### src/rtl/ahb3lite_pkg.sv
// rtl/ahb3lite_pkg.sv - AHB3-Lite protocol constants shared by the interconnect blocks
package ahb3lite_pkg;

    localparam logic [1:0] HTRANS_IDLE   = 2'b00;
    localparam logic [1:0] HTRANS_BUSY   = 2'b01;
    localparam logic [1:0] HTRANS_NONSEQ = 2'b10;
    localparam logic [1:0] HTRANS_SEQ    = 2'b11;

    localparam logic [2:0] HBURST_SINGLE = 3'b000;
    localparam logic [2:0] HBURST_INCR   = 3'b001;
    localparam logic [2:0] HBURST_WRAP4  = 3'b010;
    localparam logic [2:0] HBURST_INCR4  = 3'b011;
    localparam logic [2:0] HBURST_WRAP8  = 3'b100;
    localparam logic [2:0] HBURST_INCR8  = 3'b101;
    localparam logic [2:0] HBURST_WRAP16 = 3'b110;
    localparam logic [2:0] HBURST_INCR16 = 3'b111;

    localparam logic HRESP_OKAY  = 1'b0;
    localparam logic HRESP_ERROR = 1'b1;

endpackage

### src/rtl/ahb3lite_interconnect_slave_port_if.sv
// rtl/ahb3lite_interconnect_slave_port_if.sv - bus bundle between master ports, the slave port and the AHB slave
interface ahb3lite_interconnect_slave_port_if #(
    parameter int HADDR_SIZE = 32,
    parameter int HDATA_SIZE = 32,
    parameter int MASTERS    = 3
);
    logic [MASTERS-1:0][2:0]            mstpriority;
    logic [MASTERS-1:0]                 mstHSEL;
    logic [MASTERS-1:0][HADDR_SIZE-1:0] mstHADDR;
    logic [MASTERS-1:0][HDATA_SIZE-1:0] mstHWDATA;
    logic [MASTERS-1:0]                 mstHWRITE;
    logic [MASTERS-1:0][2:0]            mstHSIZE;
    logic [MASTERS-1:0][2:0]            mstHBURST;
    logic [MASTERS-1:0][3:0]            mstHPROT;
    logic [MASTERS-1:0][1:0]            mstHTRANS;
    logic [MASTERS-1:0]                 mstHMASTLOCK;
    logic [MASTERS-1:0]                 mstHREADY;
    logic [MASTERS-1:0]                 can_switch;
    logic [MASTERS-1:0]                 master_granted;

    logic [HDATA_SIZE-1:0]              mstHRDATA;
    logic                               mstHREADYOUT;
    logic                               mstHRESP;

    logic                               slv_HSEL;
    logic [HADDR_SIZE-1:0]              slv_HADDR;
    logic [HDATA_SIZE-1:0]              slv_HWDATA;
    logic                               slv_HWRITE;
    logic [2:0]                         slv_HSIZE;
    logic [2:0]                         slv_HBURST;
    logic [3:0]                         slv_HPROT;
    logic [1:0]                         slv_HTRANS;
    logic                               slv_HMASTLOCK;
    logic                               slv_HREADYOUT;
    logic [HDATA_SIZE-1:0]              slv_HRDATA;
    logic                               slv_HREADY;
    logic                               slv_HRESP;

    // slave: the interconnect slave port itself
    modport slave (
        input  mstpriority, mstHSEL, mstHADDR, mstHWDATA, mstHWRITE, mstHSIZE,
               mstHBURST, mstHPROT, mstHTRANS, mstHMASTLOCK, mstHREADY, can_switch,
               slv_HRDATA, slv_HREADY, slv_HRESP,
        output master_granted, mstHRDATA, mstHREADYOUT, mstHRESP,
               slv_HSEL, slv_HADDR, slv_HWDATA, slv_HWRITE, slv_HSIZE, slv_HBURST,
               slv_HPROT, slv_HTRANS, slv_HMASTLOCK, slv_HREADYOUT
    );

    // master: the surrounding fabric (master ports and the AHB slave)
    modport master (
        output mstpriority, mstHSEL, mstHADDR, mstHWDATA, mstHWRITE, mstHSIZE,
               mstHBURST, mstHPROT, mstHTRANS, mstHMASTLOCK, mstHREADY, can_switch,
               slv_HRDATA, slv_HREADY, slv_HRESP,
        input  master_granted, mstHRDATA, mstHREADYOUT, mstHRESP,
               slv_HSEL, slv_HADDR, slv_HWDATA, slv_HWRITE, slv_HSIZE, slv_HBURST,
               slv_HPROT, slv_HTRANS, slv_HMASTLOCK, slv_HREADYOUT
    );

endinterface

### src/rtl/ahb3lite_interconnect_slave_arb.sv
// rtl/ahb3lite_interconnect_slave_arb.sv - priority arbiter with round-robin tie break and grant register
module ahb3lite_interconnect_slave_arb #(
    parameter int MASTERS = 3
) (
    input  logic                    clk,
    input  logic                    rst_n,
    input  logic [MASTERS-1:0]      req,
    input  logic [MASTERS-1:0][2:0] prio,
    input  logic                    update,
    output logic [MASTERS-1:0]      granted
);

    generate
        if (MASTERS == 1) begin : g_single
            assign granted = 1'b1;
        end else begin : g_multi
            localparam int IW = $clog2(MASTERS);

            logic [IW-1:0]      ptr;
            logic [IW-1:0]      idx;
            logic [IW-1:0]      win_idx;
            logic               win_valid;
            logic [2:0]         best;
            logic [MASTERS-1:0] grant_q;

            // Scan starting just after the last winner; strict '>' keeps the
            // earliest candidate in rotation order on a priority tie.
            always_comb begin
                idx       = '0;
                win_idx   = ptr;
                win_valid = 1'b0;
                best      = '0;
                for (int k = 1; k <= MASTERS; k++) begin
                    idx = IW'((int'(ptr) + k) % MASTERS);
                    if (req[idx] && (!win_valid || prio[idx] > best)) begin
                        win_valid = 1'b1;
                        best      = prio[idx];
                        win_idx   = idx;
                    end
                end
            end

            // Pointer resets to the last index so master 0 wins the first tie.
            always_ff @(posedge clk or negedge rst_n) begin
                if (!rst_n) begin
                    grant_q <= MASTERS'(1);
                    ptr     <= IW'(MASTERS - 1);
                end else if (update && win_valid) begin
                    grant_q <= MASTERS'(1) << win_idx;
                    ptr     <= win_idx;
                end
            end

            assign granted = grant_q;
        end
    endgenerate

endmodule

### src/rtl/ahb3lite_interconnect_slave_port.sv
// rtl/ahb3lite_interconnect_slave_port.sv - AHB3-Lite interconnect slave port: arbitrates master ports onto one slave
module ahb3lite_interconnect_slave_port
    import ahb3lite_pkg::*;
#(
    parameter int HADDR_SIZE = 32,
    parameter int HDATA_SIZE = 32,
    parameter int MASTERS    = 3
) (
    input logic                             HCLK,
    input logic                             HRESETn,
    ahb3lite_interconnect_slave_port_if.slave bus
);

    logic [MASTERS-1:0]    granted;
    logic [MASTERS-1:0]    data_owner;
    logic                  owner_sel;
    logic                  owner_lock;
    logic                  owner_cs;
    logic                  owner_ready;
    logic                  owner_write;
    logic [HADDR_SIZE-1:0] owner_addr;
    logic [HDATA_SIZE-1:0] data_wdata;
    logic [2:0]            owner_size;
    logic [2:0]            owner_burst;
    logic [3:0]            owner_prot;
    logic [1:0]            owner_trans;
    logic                  update;

    // One-hot AND-OR muxes; with a single master these collapse to wires.
    always_comb begin
        owner_sel   = 1'b0;
        owner_lock  = 1'b0;
        owner_cs    = 1'b0;
        owner_ready = 1'b0;
        owner_write = 1'b0;
        owner_addr  = '0;
        owner_size  = '0;
        owner_burst = '0;
        owner_prot  = '0;
        owner_trans = '0;
        data_wdata  = '0;
        for (int i = 0; i < MASTERS; i++) begin
            owner_sel   = owner_sel   | (bus.mstHSEL[i]      & granted[i]);
            owner_lock  = owner_lock  | (bus.mstHMASTLOCK[i] & granted[i]);
            owner_cs    = owner_cs    | (bus.can_switch[i]   & granted[i]);
            owner_ready = owner_ready | (bus.mstHREADY[i]    & granted[i]);
            owner_write = owner_write | (bus.mstHWRITE[i]    & granted[i]);
            owner_addr  = owner_addr  | (bus.mstHADDR[i]  & {HADDR_SIZE{granted[i]}});
            owner_size  = owner_size  | (bus.mstHSIZE[i]  & {3{granted[i]}});
            owner_burst = owner_burst | (bus.mstHBURST[i] & {3{granted[i]}});
            owner_prot  = owner_prot  | (bus.mstHPROT[i]  & {4{granted[i]}});
            owner_trans = owner_trans | (bus.mstHTRANS[i] & {2{granted[i]}});
            data_wdata  = data_wdata  | (bus.mstHWDATA[i] & {HDATA_SIZE{data_owner[i]}});
        end
    end

    // Hand-over only at a transfer boundary the owner allows and never inside a locked sequence.
    assign update = bus.slv_HREADY & (owner_cs | ~owner_sel) & ~owner_lock;

    ahb3lite_interconnect_slave_arb #(
        .MASTERS (MASTERS)
    ) u_arb (
        .clk     (HCLK),
        .rst_n   (HRESETn),
        .req     (bus.mstHSEL),
        .prio    (bus.mstpriority),
        .update  (update),
        .granted (granted)
    );

    always_ff @(posedge HCLK or negedge HRESETn) begin
        if (!HRESETn) begin
            data_owner <= MASTERS'(1);
        end else if (bus.slv_HREADY) begin
            data_owner <= granted;
        end
    end

    assign bus.master_granted = granted;

    assign bus.slv_HSEL      = owner_sel;
    assign bus.slv_HADDR     = owner_addr;
    assign bus.slv_HWRITE    = owner_write;
    assign bus.slv_HSIZE     = owner_size;
    assign bus.slv_HBURST    = owner_burst;
    assign bus.slv_HPROT     = owner_prot;
    assign bus.slv_HMASTLOCK = owner_lock;
    assign bus.slv_HTRANS    = owner_sel ? owner_trans : HTRANS_IDLE;
    assign bus.slv_HWDATA    = data_wdata;
    assign bus.slv_HREADYOUT = owner_ready;

    assign bus.mstHRDATA    = bus.slv_HRDATA;
    assign bus.mstHREADYOUT = bus.slv_HREADY;
    assign bus.mstHRESP     = bus.slv_HRESP;

endmodule

### src/flat_wrapper.sv
// flat-port wrapper written by rule: the top's interface ports become plain ports
module ahb3lite_interconnect_slave_port_flat import ahb3lite_pkg::*;
#(
    parameter int HADDR_SIZE = 32,
    parameter int HDATA_SIZE = 32,
    parameter int MASTERS    = 3
)
  (HCLK, HRESETn, bus_mstpriority, bus_mstHSEL, bus_mstHADDR, bus_mstHWDATA, bus_mstHWRITE, bus_mstHSIZE, bus_mstHBURST, bus_mstHPROT, bus_mstHTRANS, bus_mstHMASTLOCK, bus_mstHREADY, bus_can_switch, bus_slv_HRDATA, bus_slv_HREADY, bus_slv_HRESP, bus_master_granted, bus_mstHRDATA, bus_mstHREADYOUT, bus_mstHRESP, bus_slv_HSEL, bus_slv_HADDR, bus_slv_HWDATA, bus_slv_HWRITE, bus_slv_HSIZE, bus_slv_HBURST, bus_slv_HPROT, bus_slv_HTRANS, bus_slv_HMASTLOCK, bus_slv_HREADYOUT);
  ahb3lite_interconnect_slave_port_if #(.HADDR_SIZE(HADDR_SIZE), .HDATA_SIZE(HDATA_SIZE), .MASTERS(MASTERS)) bus_i ();
  input logic HCLK;
  input logic HRESETn;
  input wire logic [$bits(bus_i.mstpriority)-1:0] bus_mstpriority;
  input wire logic [$bits(bus_i.mstHSEL)-1:0] bus_mstHSEL;
  input wire logic [$bits(bus_i.mstHADDR)-1:0] bus_mstHADDR;
  input wire logic [$bits(bus_i.mstHWDATA)-1:0] bus_mstHWDATA;
  input wire logic [$bits(bus_i.mstHWRITE)-1:0] bus_mstHWRITE;
  input wire logic [$bits(bus_i.mstHSIZE)-1:0] bus_mstHSIZE;
  input wire logic [$bits(bus_i.mstHBURST)-1:0] bus_mstHBURST;
  input wire logic [$bits(bus_i.mstHPROT)-1:0] bus_mstHPROT;
  input wire logic [$bits(bus_i.mstHTRANS)-1:0] bus_mstHTRANS;
  input wire logic [$bits(bus_i.mstHMASTLOCK)-1:0] bus_mstHMASTLOCK;
  input wire logic [$bits(bus_i.mstHREADY)-1:0] bus_mstHREADY;
  input wire logic [$bits(bus_i.can_switch)-1:0] bus_can_switch;
  input wire logic [$bits(bus_i.slv_HRDATA)-1:0] bus_slv_HRDATA;
  input wire logic [$bits(bus_i.slv_HREADY)-1:0] bus_slv_HREADY;
  input wire logic [$bits(bus_i.slv_HRESP)-1:0] bus_slv_HRESP;
  output wire logic [$bits(bus_i.master_granted)-1:0] bus_master_granted;
  output wire logic [$bits(bus_i.mstHRDATA)-1:0] bus_mstHRDATA;
  output wire logic [$bits(bus_i.mstHREADYOUT)-1:0] bus_mstHREADYOUT;
  output wire logic [$bits(bus_i.mstHRESP)-1:0] bus_mstHRESP;
  output wire logic [$bits(bus_i.slv_HSEL)-1:0] bus_slv_HSEL;
  output wire logic [$bits(bus_i.slv_HADDR)-1:0] bus_slv_HADDR;
  output wire logic [$bits(bus_i.slv_HWDATA)-1:0] bus_slv_HWDATA;
  output wire logic [$bits(bus_i.slv_HWRITE)-1:0] bus_slv_HWRITE;
  output wire logic [$bits(bus_i.slv_HSIZE)-1:0] bus_slv_HSIZE;
  output wire logic [$bits(bus_i.slv_HBURST)-1:0] bus_slv_HBURST;
  output wire logic [$bits(bus_i.slv_HPROT)-1:0] bus_slv_HPROT;
  output wire logic [$bits(bus_i.slv_HTRANS)-1:0] bus_slv_HTRANS;
  output wire logic [$bits(bus_i.slv_HMASTLOCK)-1:0] bus_slv_HMASTLOCK;
  output wire logic [$bits(bus_i.slv_HREADYOUT)-1:0] bus_slv_HREADYOUT;
  assign bus_i.mstpriority = bus_mstpriority;
  assign bus_i.mstHSEL = bus_mstHSEL;
  assign bus_i.mstHADDR = bus_mstHADDR;
  assign bus_i.mstHWDATA = bus_mstHWDATA;
  assign bus_i.mstHWRITE = bus_mstHWRITE;
  assign bus_i.mstHSIZE = bus_mstHSIZE;
  assign bus_i.mstHBURST = bus_mstHBURST;
  assign bus_i.mstHPROT = bus_mstHPROT;
  assign bus_i.mstHTRANS = bus_mstHTRANS;
  assign bus_i.mstHMASTLOCK = bus_mstHMASTLOCK;
  assign bus_i.mstHREADY = bus_mstHREADY;
  assign bus_i.can_switch = bus_can_switch;
  assign bus_i.slv_HRDATA = bus_slv_HRDATA;
  assign bus_i.slv_HREADY = bus_slv_HREADY;
  assign bus_i.slv_HRESP = bus_slv_HRESP;
  assign bus_master_granted = bus_i.master_granted;
  assign bus_mstHRDATA = bus_i.mstHRDATA;
  assign bus_mstHREADYOUT = bus_i.mstHREADYOUT;
  assign bus_mstHRESP = bus_i.mstHRESP;
  assign bus_slv_HSEL = bus_i.slv_HSEL;
  assign bus_slv_HADDR = bus_i.slv_HADDR;
  assign bus_slv_HWDATA = bus_i.slv_HWDATA;
  assign bus_slv_HWRITE = bus_i.slv_HWRITE;
  assign bus_slv_HSIZE = bus_i.slv_HSIZE;
  assign bus_slv_HBURST = bus_i.slv_HBURST;
  assign bus_slv_HPROT = bus_i.slv_HPROT;
  assign bus_slv_HTRANS = bus_i.slv_HTRANS;
  assign bus_slv_HMASTLOCK = bus_i.slv_HMASTLOCK;
  assign bus_slv_HREADYOUT = bus_i.slv_HREADYOUT;
  ahb3lite_interconnect_slave_port #(.HADDR_SIZE(HADDR_SIZE), .HDATA_SIZE(HDATA_SIZE), .MASTERS(MASTERS)) u_core (.HCLK(HCLK), .HRESETn(HRESETn), .bus(bus_i));
endmodule
### config.mk
export PLATFORM = sky130hd
export DESIGN_NAME = ahb3lite_interconnect_slave_port_flat
export DESIGN_NICKNAME = d
export VERILOG_FILES = /design/src/rtl/ahb3lite_pkg.sv /design/src/rtl/ahb3lite_interconnect_slave_port_if.sv /design/src/rtl/ahb3lite_interconnect_slave_arb.sv /design/src/rtl/ahb3lite_interconnect_slave_port.sv /design/src/flat_wrapper.sv
export SDC_FILE = /design/constraint.sdc
export NUM_CORES = 1
export LEC_CHECK = 0
export ABC_AREA = 1
export CELL_PAD_IN_SITES_DETAIL_PLACEMENT = 1
export CELL_PAD_IN_SITES_GLOBAL_PLACEMENT = 1
export CORE_AREA = 2 2 159 161
export DETAILED_ROUTE_END_ITERATION = 7
export DIE_AREA = 0 0 161 163
export PLACE_DENSITY = 0.79
export SLEW_MARGIN = 5
export SYNTH_ARGS = -nofsm -noshare
export SYNTH_HDL_FRONTEND = slang
export SYNTH_HIERARCHICAL = 1
export SYNTH_SLANG_ARGS = --single-unit
### constraint.sdc
create_clock -name HCLK -period 4 [get_ports HCLK]
set_input_delay 0.8 -clock HCLK [delete_from_list [all_inputs] [get_ports HCLK]]
set_output_delay 0.8 -clock HCLK [all_outputs]
set_load 0.05 [all_outputs]
**Word level (Yosys, flattened, before mapping)**

Cells that the tools add are included.

- Shift operators: 1
- Order comparisons: 5
- Reductions and logical operators: 7
- Mux-type cells: 21
- $mul: 0
- Eq/ne operators: 0
- Bitwise logic cells: 60
- $add $sub $neg: 3
- Divide/modulo/power cells: 3

Operators with widths:

| cell | number |
|---|---|
| 32-bit bitwise AND | 6 |
| 32-bit bitwise OR | 4 |
| 32-bit by 3-bit modulo with 32-bit output, second input constant | 3 |
| 3-bit bitwise AND | 6 |
| 3-bit binary-select mux with 2-bit select | 3 |
| 1-bit bitwise AND | 17 |
| 3-bit two-way mux | 5 |
| 4-bit bitwise AND | 3 |
| 3-bit bitwise OR | 4 |
| 1-bit bitwise OR | 11 |
| 2-bit by 3-bit < comparator with 1-bit output, second input constant | 3 |
| 2-bit two-way mux | 4 |
| 4-bit bitwise OR | 2 |
| 2-bit by 2-bit adder with 3-bit output, second input constant | 2 |
| 2-bit bitwise AND | 3 |
| 1-bit binary-select mux with 2-bit select | 3 |
| 3-bit greater-than comparator | 2 |
| 1-bit two-way mux | 6 |
| 2-bit bitwise OR | 2 |
| 2-bit by 1-bit adder with 3-bit output, second input constant | 1 |
| 1-bit logical AND | 3 |
| 1-bit by 2-bit left shift with 3-bit output, first input constant | 1 |
| 1-bit zero test | 2 |
| 1-bit logical OR | 2 |
| 1-bit NOT | 2 |

- RAM bits: 0
- Memory bits (read-only): 0
- Input bits: 288
- Register bits: 8
- Memories: 0
- Output and inout bits: 117
- Bits in latches: 0

**Logic depth before layout (Yosys ltp)**

- Depth after elaboration: 14
- Gate-level depth with buffers: 26

**Modules after synthesis**

The synthesis kept the hierarchy.

By module, submodules not included:

| module | cells each | times used | area each (µm²) | sequential area each (µm²) |
|---|---|---|---|---|
| ahb3lite_interconnect_slave_port | 404 | 1 | 1935.6 | 76.3 |
| ahb3lite_interconnect_slave_arb | 138 | 1 | 863.3 | 127.6 |

**Worst setup path before layout**

Ideal clock, no wire load.

- Path kind: register to register
- Start point: register u_core.u_arb.g_multi.ptr[1]
- End point: register u_core.u_arb.g_multi.ptr[0]
- Cell stages (with the launch flop): 24
- Clock period less this slack: 3107 ps
- Arrival: 2984 ps
- Path slack: 893 ps
- Path buffers: 1
- Setup time: 122 ps
- Cell sequence: dfstp_2 inv_1 ha_1 inv_2 buf_6 o21ai_0 o22ai_1 nand2_1 ha_1 a21oi_1 nand2_1 nand2_1 nand2_2 nand2_2 o21ai_0 ha_1 a21oi_1 o21ai_0 nand2_1 nand2_1 nand2_2 nand3_2 nand3_1 o21ai_1

- Word-level cells in the longest chain between the ends: 14
- Elaborated cells on any way between the ends: 35

Ends and longest elaborated chain:

| element | RTL line | source |
|---|---|---|
| start, declared | ahb3lite_interconnect_slave_arb.sv:19 | `logic [IW-1:0] ptr;` |
| start signal, assigned | ahb3lite_interconnect_slave_arb.sv:47 | `ptr <= IW'(MASTERS - 1);` |
| start signal, assigned | ahb3lite_interconnect_slave_arb.sv:50 | `ptr <= win_idx;` |
| 2-bit by 1-bit adder with 3-bit output | ahb3lite_interconnect_slave_arb.sv:34 | `idx = IW'((int'(ptr) + k) % MASTERS);` |
| 32-bit by 3-bit modulo with 32-bit output | ahb3lite_interconnect_slave_arb.sv:34 |  |
| 3-bit binary-select mux with 2-bit select or 1-bit binary-select mux with 2-bit select (tied branches) | ahb3lite_interconnect_slave_arb.sv:37, ahb3lite_interconnect_slave_arb.sv:35 |  |
| 3-bit two-way mux (implied by the code) or 1-bit two-way mux (tied branches) | ahb3lite_interconnect_slave_arb.sv:37, ahb3lite_interconnect_slave_arb.sv:35 |  |
| 3-bit two-way mux or 1-bit two-way mux (tied branches) | ahb3lite_interconnect_slave_arb.sv:35 | `if (req[idx] && (!win_valid \|\| prio[idx] > best)) begin` |
| 3-bit greater-than comparator or 1-bit zero test (tied branches) | ahb3lite_interconnect_slave_arb.sv:35 |  |
| 1-bit logical OR | ahb3lite_interconnect_slave_arb.sv:35 |  |
| 1-bit logical AND | ahb3lite_interconnect_slave_arb.sv:35 |  |
| 3-bit two-way mux or 1-bit two-way mux (tied branches) | ahb3lite_interconnect_slave_arb.sv:35 |  |
| 3-bit greater-than comparator or 1-bit zero test (tied branches) | ahb3lite_interconnect_slave_arb.sv:35 |  |
| 1-bit logical OR | ahb3lite_interconnect_slave_arb.sv:35 |  |
| 1-bit logical AND | ahb3lite_interconnect_slave_arb.sv:35 |  |
| 1-bit two-way mux | ahb3lite_interconnect_slave_arb.sv:35 |  |
| 1-bit logical AND | ahb3lite_interconnect_slave_arb.sv:48 | `end else if (update && win_valid) begin` |

Several ways; a longest one is shown, not always the timed one. The select of a mux whose other input is x is not followed.
A chain may end at the register's enable or synchronous reset.

**Worst setup path after layout**

- Start point: input bus_mstHSEL[1]
- End point: register u_core.u_arb.g_multi.ptr[0]

- Word-level cells in the longest chain between the ends: 12
- Elaborated cells on any way between the ends: 30

Ends and longest elaborated chain:

| element | RTL line | source |
|---|---|---|
| start, declared | flat_wrapper.sv:13 | `input wire logic [$bits(bus_i.mstHSEL)-1:0] bus_mstHSEL;` |
| 1-bit binary-select mux with 2-bit select | ahb3lite_interconnect_slave_arb.sv:35 |  |
| 1-bit two-way mux (implied by the code) | ahb3lite_interconnect_slave_arb.sv:35 |  |
| 3-bit two-way mux or 1-bit two-way mux (tied branches) | ahb3lite_interconnect_slave_arb.sv:35 |  |
| 3-bit greater-than comparator or 1-bit zero test (tied branches) | ahb3lite_interconnect_slave_arb.sv:35 |  |
| 1-bit logical OR | ahb3lite_interconnect_slave_arb.sv:35 |  |
| 1-bit logical AND | ahb3lite_interconnect_slave_arb.sv:35 |  |
| 3-bit two-way mux or 1-bit two-way mux (tied branches) | ahb3lite_interconnect_slave_arb.sv:35 |  |
| 3-bit greater-than comparator or 1-bit zero test (tied branches) | ahb3lite_interconnect_slave_arb.sv:35 |  |
| 1-bit logical OR | ahb3lite_interconnect_slave_arb.sv:35 |  |
| 1-bit logical AND | ahb3lite_interconnect_slave_arb.sv:35 |  |
| 1-bit two-way mux | ahb3lite_interconnect_slave_arb.sv:35 |  |
| 1-bit logical AND | ahb3lite_interconnect_slave_arb.sv:48 |  |

Several ways; a longest one is shown, not always the timed one. The select of a mux whose other input is x is not followed.

==> metrics.cfg <==
[sta]
fin_crit_sh = 0.909
period_minus_slack_ps = 3640
tns_ps = 0
setup_viol = 0
drv_slew = 0
worstMarginPinSlew_ps = 884
rsz0062_at_grt = no
fmax_ghz = 0.275
relSlewSlack = 0.411
fin_hold_ws_ps = 523
clock_skew_ps = 2.36
hold_viol = 0

[die]
placementRows = 58
ioPinCount = 405
fp.coreArea_um2 = 24700
die_w_um = 161
die_y_um = 163
fp.dieArea_um2 = 26200
initial_core_util = 0.113

[flow_run]
maxCapViolCount = 0

[cts]
htreeDepth = 1
cts_buffers = 3
clockBufferDepth = 2
tritoncts = yes
cts_num_sinks = 8
clock_latency_ps = 230
clkTransAtPathRegs_ps = 40
post-cts-setup-buffers = 0
cts_root_buffer = clkbuf_16

[finish]
nNetsFinal = 1123
final_cell_mix = 337 x clkdlybuf4s50_1, 281 x nand2_1, 92 x nand3_1
drive_gt1_frac = 0.0545
final_cells = 1155
n_fill_cell = 3070
final_common_cell = clkdlybuf4s50_1
diodes = 0
final_util = 0.254
area_growth_pct = 124

[worst_setup_path]
cp_cell_sequence = clkdlybuf4s50_1, inv_1, nand2_1, nand3_1, nand2_2, nand2_1, ha_1, a21oi_1, nand2_1, nand2_1, nand2_2, nand2_2, nand2_1, o21ai_0, ha_1, a21oi_1, o21ai_0, nand2_1, nand2_1, nand2_2, nand3_2, nand3_1, o21ai_1
slowest_stage = clkdlybuf4s50_1
cp-start-kind = primary input
path_buf_inv = 2
crit_path_end_kind = flip-flop
slowest_delay_ps = 520
crit_required_ps = 4120
cp.arrival_ps = 3750
critPathKind = in -> reg
crit_family = simple AND/OR/NAND/NOR gates
crit_fanout = 8
cp_common_cell = nand2_1

[yosys]
yosysSeqAreaShare = 0.0729
yosysWarnings = 6
synth_fp_nets = 839
synth_area_leaders = nand2_1 38%, nand3_1 16%, buf_4 9.4%
synth.distinct_cells = 26
synth_top_cell_area_share = 0.377
synth_area_um2 = 2800
synth_cells = 542
synth_seq_cells = 8
synth_top_area_cell = nand2_1
synth_area_per_cell_um2 = 5.16

[worst_hold_path]
hold_path.class = reg -> reg

[pwr]
switching_share = 0.638
pwr-share-comb = 0.906
vdd_drop_max_v = 0.000363
p_sw_mw = 3.25
pwr-share-clk = 0.034
internal_power_mw = 1.85
p_seq_frac = 0.060
p_leak_nw = 2.63
power_density_nw_per_um2 = 812

[detailed_routing]
wire_per_inst_um = 16.0
drt_iter0_drc = 215
wirelength_um = 18400
drc = 0
dr.pass1.iters = 4
via_per_inst = 3.92
dr_total_vias = 4523
final_antenna_net_count = 0

[run_status]
status = complete, no violations

[global_routing]
grt_use_met2 = 0.244
first_global_vias = 4708
antenna_found_initial = 0
grt_use_total = 0.131
grt_overflow = 0
top_usage_layer = met2
grt_max_degree = 47
use_met1 = 0.162
gr-usage-met3 = 0.0222
grt_pass1_wl_um = 27500

[placement]
dpl.cell_count = 1151
portBuffers = 338
dp_hpwl_um = 15700
routabilityCongestion = 0.792

## sequential cells by signal, summed over array words and instances (netlist names)
signal and count:
u_core/u_arb/g_multi.ptr 2, u_core/data_owner 3, u_core/u_arb/granted 3
## worst register-to-register path, cell delays in order (launching register included)
cell     delay, ps
dfstp_2        580
ha_2           360
nor2_2         220
inv_1           90
o22ai_1        160
nand2_1         90
ha_1           310
a21oi_1        140
nand2_1         70
nand2_1         70
nand2_2         70
nand2_2        120
nand2_1         70
o21ai_0         90
ha_1           290
a21oi_1        140
o21ai_0         90
nand2_1         70
nand2_1         90
nand2_2         90
nand3_2         70
nand3_1        110
o21ai_1         70
## power groups by stage
stage / clock network, mW / registers [mW] / logic (mW)
6_report: 0.174 / 0.306 / 4.62
4_1_cts: 0.180 / 0.315 / 4.66
2_1_floorplan: 0 / 0.197 / 3.26
3_5_place_dp: 0 / 0.316 / 4.64
5_1_grt: 0.183 / 0.329 / 4.98
3_3_place_gp: 0 / 0.316 / 4.58
## final timing paths
kind | start | endpoint | slack, ps | depth (start not counted)
max | bus_mstHSEL[1] | u_core/u_arb/g_multi.ptr[0] | 360 | 23
min | u_core/u_arb/g_multi.ptr[1] | u_core/u_arb/g_multi.ptr[1] | 520 | 2
max reg2reg | u_core/u_arb/g_multi.ptr[1] | u_core/u_arb/g_multi.ptr[0] | 440 | 22
min reg2reg | u_core/u_arb/g_multi.ptr[1] | u_core/u_arb/g_multi.ptr[1] | 520 | 2
max in group asynchronous | HRESETn | u_core/u_arb/g_multi.ptr[1] | 2820 | 1
min in group asynchronous | HRESETn | u_core/u_arb/g_multi.ptr[0] | 860 | 1
## cell type report
cell class              instances  area [um^2]  area share
multi-input cells             444         2030       0.323
flip-flops and latches          8          206      0.0329
repair buffers                346         3470       0.552
inverters                      23         86.3      0.0138
clock buffers                   4         78.8      0.0126
well taps                     330          413      0.0658
## synth_stat cells (all sizes together)
library cell / n
o21ai: 13
ha: 9
inv: 23
a21oi: 7
dfstp: 3
buf: 64
o22ai: 6
clkbuf: 3
nor2: 14
a22oi: 3
dfrtp: 5
nand3: 95
nand2: 292
mux2: 3
nand4: 2
## metal layers
layer | part of all wire | wire length [um]
met1 | 0.41 | 7550
met2 | 0.52 | 9540
met3 | 0.064 | 1180
met4 | 0.0085 | 157
met5 | 0 | 0
## stage by stage
step | total power [mW] | setup WS, ps | cell area, um^2
after floorplan | 3.46 | 893 | 2800
after global placement | 4.89 | 257 | 6190
after detailed placement | 4.95 | 122 | 6190
after CTS | 5.15 | 355 | 6270
after global routing | 5.49 | 23.0 | 6280
final | 5.10 | 365 | 6280
## kinds of logic (layout without fill, tap and decap cells)
logic type	Yosys count	after routing	synth area share
buffers and inverters	90	373	0.204
AOI/OAI and AO/OA	29	29	0.0595
adders and majority gates	9	9	0.0402
muxes	3	3	0.0121
DFF	8	8	0.0729
and+or+nand+nor	403	403	0.611
## repair_timing
action / in CTS / in global routing
gates resized for setup: 0 / 1
hold buffers: 0 / 0
setup endpoints to repair: 0 / 1
Note: power is estimated with default switching activity, not from simulation.
